### src/rtl/mem_8_arbiter_pkg.sv
// Shared types and defaults for the mem_8 arbiter slice.
package mem_8_arb_pkg;

    typedef enum logic {
        IDLE  = 1'b0,
        CLEAR = 1'b1
    } clr_state_t;

    localparam int DEF_AW = 5;
    localparam int DEF_DW = 8;
    localparam int STAT_W = 16;

endpackage

### src/rtl/mem_8_arbiter_stat.sv
// Saturating host-access and engine-stall counters, synchronously clearable.
module mem_8_arb_stat
    import mem_8_arb_pkg::*;
(
    input  logic              clk,
    input  logic              rst,
    input  logic              clr,
    input  logic              host_inc,
    input  logic              stall_inc,
    output logic [STAT_W-1:0] host_cnt,
    output logic [STAT_W-1:0] stall_cnt
);

    always_ff @(posedge clk or posedge rst) begin
        if (rst) begin
            host_cnt  <= '0;
            stall_cnt <= '0;
        end else if (clr) begin
            host_cnt  <= '0;
            stall_cnt <= '0;
        end else begin
            if (host_inc && host_cnt != '1)
                host_cnt <= host_cnt + 1'b1;
            if (stall_inc && stall_cnt != '1)
                stall_cnt <= stall_cnt + 1'b1;
        end
    end

endmodule

### src/rtl/mem_8_arbiter.sv
// Single-port RAM shared by host (highest), clear sequencer, then local engine.
// Optional statistics counters built only when MEM_8_ARB_STAT_EN is defined.
module mem_8_arbiter
    import mem_8_arb_pkg::*;
#(
    parameter int AW = DEF_AW,
    parameter int DW = DEF_DW
) (
    input  logic              bus_clk,
    input  logic              rst,
    input  logic              host_wren,
    input  logic              host_rden,
    input  logic [AW-1:0]     host_addr,
    input  logic [DW-1:0]     host_wdata,
    output logic [DW-1:0]     host_rdata,
    input  logic              eng_req,
    input  logic              eng_we,
    input  logic [AW-1:0]     eng_addr,
    input  logic [DW-1:0]     eng_wdata,
    output logic              eng_gnt,
    output logic              eng_rvalid,
    output logic [DW-1:0]     eng_rdata,
    input  logic              clr_start,
    output logic              clr_busy,
    output logic              clr_done,
    input  logic              stat_clr,
    output logic [STAT_W-1:0] stat_host_cnt,
    output logic [STAT_W-1:0] stat_stall_cnt
);

    logic [DW-1:0] mem [2**AW];

    clr_state_t    state, state_next;
    logic [AW-1:0] counter, counter_next;
    logic          host_act, clr_act, clr_last;
    logic          ram_we;
    logic [AW-1:0] ram_addr;
    logic [DW-1:0] ram_wdata, ram_rdata;

    assign host_act = host_wren | host_rden;
    assign clr_busy = (state == CLEAR);
    assign clr_act  = clr_busy && !host_act;
    assign clr_last = clr_act && (counter == '1);
    // Grant is combinational so it marks exactly the cycle the engine owns the port.
    assign eng_gnt  = eng_req && !host_act && !clr_busy && !rst;

    always_comb begin
        ram_addr  = eng_addr;
        ram_wdata = eng_wdata;
        ram_we    = 1'b0;
        if (host_act) begin
            ram_addr  = host_addr;
            ram_wdata = host_wdata;
            ram_we    = host_wren;
        end else if (clr_act) begin
            ram_addr  = counter;
            ram_wdata = '0;
            ram_we    = 1'b1;
        end else if (eng_gnt) begin
            ram_we    = eng_we;
        end
    end

    assign ram_rdata = mem[ram_addr];

    always_ff @(posedge bus_clk) begin
        if (ram_we)
            mem[ram_addr] <= ram_wdata;
    end

    always_comb begin
        state_next   = state;
        counter_next = counter;
        case (state)
            IDLE: begin
                if (clr_start) begin
                    state_next   = CLEAR;
                    counter_next = '0;
                end
            end
            CLEAR: begin
                if (clr_act)
                    counter_next = counter + 1'b1;
                if (clr_last)
                    state_next = IDLE;
            end
            default: state_next = IDLE;
        endcase
    end

    always_ff @(posedge bus_clk or posedge rst) begin
        if (rst) begin
            state      <= IDLE;
            counter    <= '0;
            clr_done   <= 1'b0;
            host_rdata <= '0;
            eng_rdata  <= '0;
            eng_rvalid <= 1'b0;
        end else begin
            state      <= state_next;
            counter    <= counter_next;
            clr_done   <= clr_last;
            eng_rvalid <= eng_gnt && !eng_we;
            if (host_rden)
                host_rdata <= ram_rdata;
            if (eng_gnt && !eng_we)
                eng_rdata <= ram_rdata;
        end
    end

`ifdef MEM_8_ARB_STAT_EN
    mem_8_arb_stat u_stat (
        .clk       (bus_clk),
        .rst       (rst),
        .clr       (stat_clr),
        .host_inc  (host_act),
        .stall_inc (eng_req && !eng_gnt),
        .host_cnt  (stat_host_cnt),
        .stall_cnt (stat_stall_cnt)
    );
`else
    logic unused_stat_clr;
    assign unused_stat_clr = stat_clr;
    assign stat_host_cnt   = '0;
    assign stat_stall_cnt  = '0;
`endif

endmodule

### config.mk
export PLATFORM = sky130hd
export DESIGN_NAME = mem_8_arbiter
export DESIGN_NICKNAME = d
export VERILOG_FILES = /design/src/rtl/mem_8_arbiter_pkg.sv /design/src/rtl/mem_8_arbiter_stat.sv /design/src/rtl/mem_8_arbiter.sv
export SDC_FILE = /design/constraint.sdc
export NUM_CORES = 1
export LEC_CHECK = 0
export ABC_AREA = 0
export BUFFER_PORTS_ARGS = -buffer_cell sky130_fd_sc_hd__buf_4
export CORE_ASPECT_RATIO = 1.75
export CORE_MARGIN = 5
export CORE_UTILIZATION = 45
export CTS_CLUSTER_SIZE = 28
export DETAILED_ROUTE_END_ITERATION = 16
export SKIP_CTS_REPAIR_TIMING = 1
export SYNTH_ARGS = -nofsm -noshare
export SYNTH_HDL_FRONTEND = slang
export SYNTH_SLANG_ARGS = --single-unit
export TNS_END_PERCENT = 30
### constraint.sdc
create_clock -name bus_clk -period 3.6 [get_ports bus_clk]
set_input_delay 0.72 -clock bus_clk [delete_from_list [all_inputs] [get_ports bus_clk]]
set_output_delay 0.72 -clock bus_clk [all_outputs]
set_load 0.02 [all_outputs]
==> results.sh <==
export IMPL_power_density_nw_per_um2=550
export IMPL_area_growth_pct=15.5
export IMPL_hpwl_um=18900
export IMPL_core_area_um2=25800
export IMPL_layout_cells_non_filler=1385
export IMPL_post_route_util_pct=52.4
export IMPL_clk_pin_slew_ns=0.07
export IMPL_nets=1081
export IMPL_ys_types=40
export IMPL_arrival_ns=3.08
export IMPL_synthCells=956
export IMPL_initial_utilization_pct=45.4
export IMPL_max_freq_mhz=352
export IMPL_min_path_type="in -> async"
export IMPL_r2r_start="clr_busy$_DFF_PP0_"
export IMPL_timing_final_hold_violations=0
export IMPL_wl_per_cell_um=21.1
export IMPL_ys_flop_type="edfxtp_1"
export IMPL_rsz0062_at_grt="false"
export IMPL_fp_dieW_um=132
export IMPL_antenna_found_initial=0
export IMPL_path_cells="mux2i_1 > o21a_1 > nand3_2 > nor2_1 > buf_4"
export IMPL_cp_top_family="simple AND/OR/NAND/NOR gates"
export IMPL_vdd_drop_max_v=0.000294
export IMPL_max_slew_margin_pct=64.2
export IMPL_die_height_um=223
export IMPL_cpPeakStageDelay_ns=0.65
export IMPL_dieArea_um2=29400
export IMPL_crit_slowest_cell="dfrtp_1"
export IMPL_cp_end_kind="flop"
export IMPL_path_max_fanout=13
export IMPL_fillCellCount=2206
export IMPL_finalHoldWorstSlack_ns=0.322
export IMPL_fin_tns_setup_ns=0
export IMPL_synth_avg_cell_area_um2=12.2
export IMPL_yosysSeqAreaShare_pct=70.9
export IMPL_htree_levels=1
export IMPL_period_share_pct=78.8
export IMPL_drtPass1Iterations=7
export IMPL_path_class="reg -> reg"
export IMPL_via_per_inst=5.41
export IMPL_drive_above_1_share_pct=16.4
export IMPL_dpl_cell_area_um2=12700
export IMPL_r2r_slack_ns=0.76
export IMPL_r2r_end="mem[13][3]$_DFFE_PP_"
export IMPL_worst_slack_ns=0.762
export IMPL_ios=86
export IMPL_min_period_ns=2.84
export IMPL_cts_sink_count=280
export IMPL_grt_pass1_wl_um=44500
export IMPL_grt_overflow_total=0
export IMPL_dpl_cell_count=1338
export IMPL_async_reset_ff_share_pct=8.57
export IMPL_final_area_um2=13500
export IMPL_drc_errors=0
export IMPL_insertion_delay_ns=0.53
export IMPL_cts_tree="done"
export IMPL_syn_area_um2=11700
export IMPL_routed_via_count=7499
export IMPL_ys_warnings_count=0
export IMPL_mostFrequentLayoutCells="287 x nand2_1, 256 x edfxtp_1, 111 x buf_4, 99 x nand3_1, 56 x nor2_1"
export IMPL_globalplace_congestion=0.808
export IMPL_grt_max_degree=71
export IMPL_power_total_mw=7.42
export IMPL_outcome="finished, final reports clean"
export IMPL_drtIter0Drc=646
export IMPL_cp_start_kind="flop"
export IMPL_worst_pin_slew_ns=0.533
export IMPL_clk_path_buf_depth=3
export IMPL_num_rows=78
export IMPL_wl_um=29200
export IMPL_synth_enable_flop_cells=256
export IMPL_finClkSkew_ns=0.0201
export IMPL_synth_seq_cells=280
export IMPL_grt_pass1_vias=7399
export IMPL_port_buffers=52
export IMPL_drv_slew=0
export IMPL_pre_cts_slack_ns=0.304
export IMPL_path_buf_inv=1
export IMPL_ant_nets=0
export IMPL_required_ns=3.84
export IMPL_root_buffer="clkbuf_16"
export IMPL_cts_buffers_inserted=25
export IMPL_reg2reg_depth=5
export IMPL_p_leak_nw=4.97
export IMPL_cp_num_cells=5
export IMPL_cap_violations=0
export IMPL_layout_cells_most_common="nand2_1"
export IMPL_setup_violations=0
export IMPL_grt_util_all_layers_pct=19.6
export IMPL_register_area_um2=8290
export IMPL_multi_input_area_um2=3010
-- worst max-delay path by stage --
stage | start | endpoint | slack [ns]
after CTS | clr_busy$_DFF_PP0_ | mem[13][3]$_DFFE_PP_ | 0.80
after detailed placement | host_rden | mem[13][0]$_DFFE_PP_ | 0.30
final | clr_busy$_DFF_PP0_ | mem[13][3]$_DFFE_PP_ | 0.76
after global placement | host_rden | mem[13][2]$_DFFE_PP_ | 0.37
after floorplan | host_rden | mem[11][0]$_DFFE_PP_ | 0.84
after global routing | clr_busy$_DFF_PP0_ | host_rdata[4]$_DFFE_PP0P_ | 0.63
-- synth_stat cells, drive strengths merged, types with 4 or more instances --
master	instances	area share, %
o21ai	12	0.74
and4	8	0.60
nor3	5	0.39
nand2	287	9.2
dfrtp	24	5.1
nor2	56	1.8
a32oi	31	2.3
mux2i	4	0.34
a31oi	34	1.8
a21oi	17	0.73
nand3	102	4.5
nand3b	8	0.51
clkbuf	11	0.35
buf	78	4.2
edfxtp	256	66
o21a	5	0.40
-- worst min-delay path: stages --
cell and delay [ns]:
buf_4 0.11, inv_1 0.09, buf_4 0.34
-- layout make-up --
| class | instances | area share [%] |
|---|---|---|
| Inverter | 2 | 0.0556 |
| Sequential cell | 280 | 61.4 |
| Tap cell | 320 | 2.96 |
| Multi-Input combinational cell | 616 | 22.3 |
| Clock inverter | 17 | 1.07 |
| Antenna cell | 1 | 0.0185 |
| Timing Repair Buffer | 120 | 7.50 |
| Clock buffer | 29 | 4.74 |
-- kinds of logic after synthesis --
group / count (synthesis) / synth area share, %
AO/OA/AOI/OAI: 105 / 6.40
adder cells (fa/ha/maj): 2 / 0.214
buffers and inverters: 91 / 4.62
flip-flops: 280 / 70.9
multiplexers: 5 / 0.471
other: 1 / 0.0321
AND/OR/NAND/NOR: 472 / 17.4
-- state kept, by name (all words and copies together) (netlist names) --
register / flops
clr_busy: 1
clr_done: 1
counter: 5
eng_rdata: 8
eng_rvalid: 1
host_rdata: 8
mem: 256
-- per-layer routing --
layer / track usage [%] / up-vias / share of wire (%)
met5: 0 / - / 0
met4: 8.90 / 0 / 4.2
met3: 2.44 / 56 / 4.1
met2: 35.5 / 218 / 53
met1: 22.9 / 3667 / 38
li1: - / 3558 / -
-- power by group --
group	internal [mW]	total, mW	switching [mW]
logic	0.343	1.07	0.730
registers	3.69	3.75	0.0655
clock network	1.43	2.60	1.17
No activity file was read; power rests on OpenSTA's default activity.
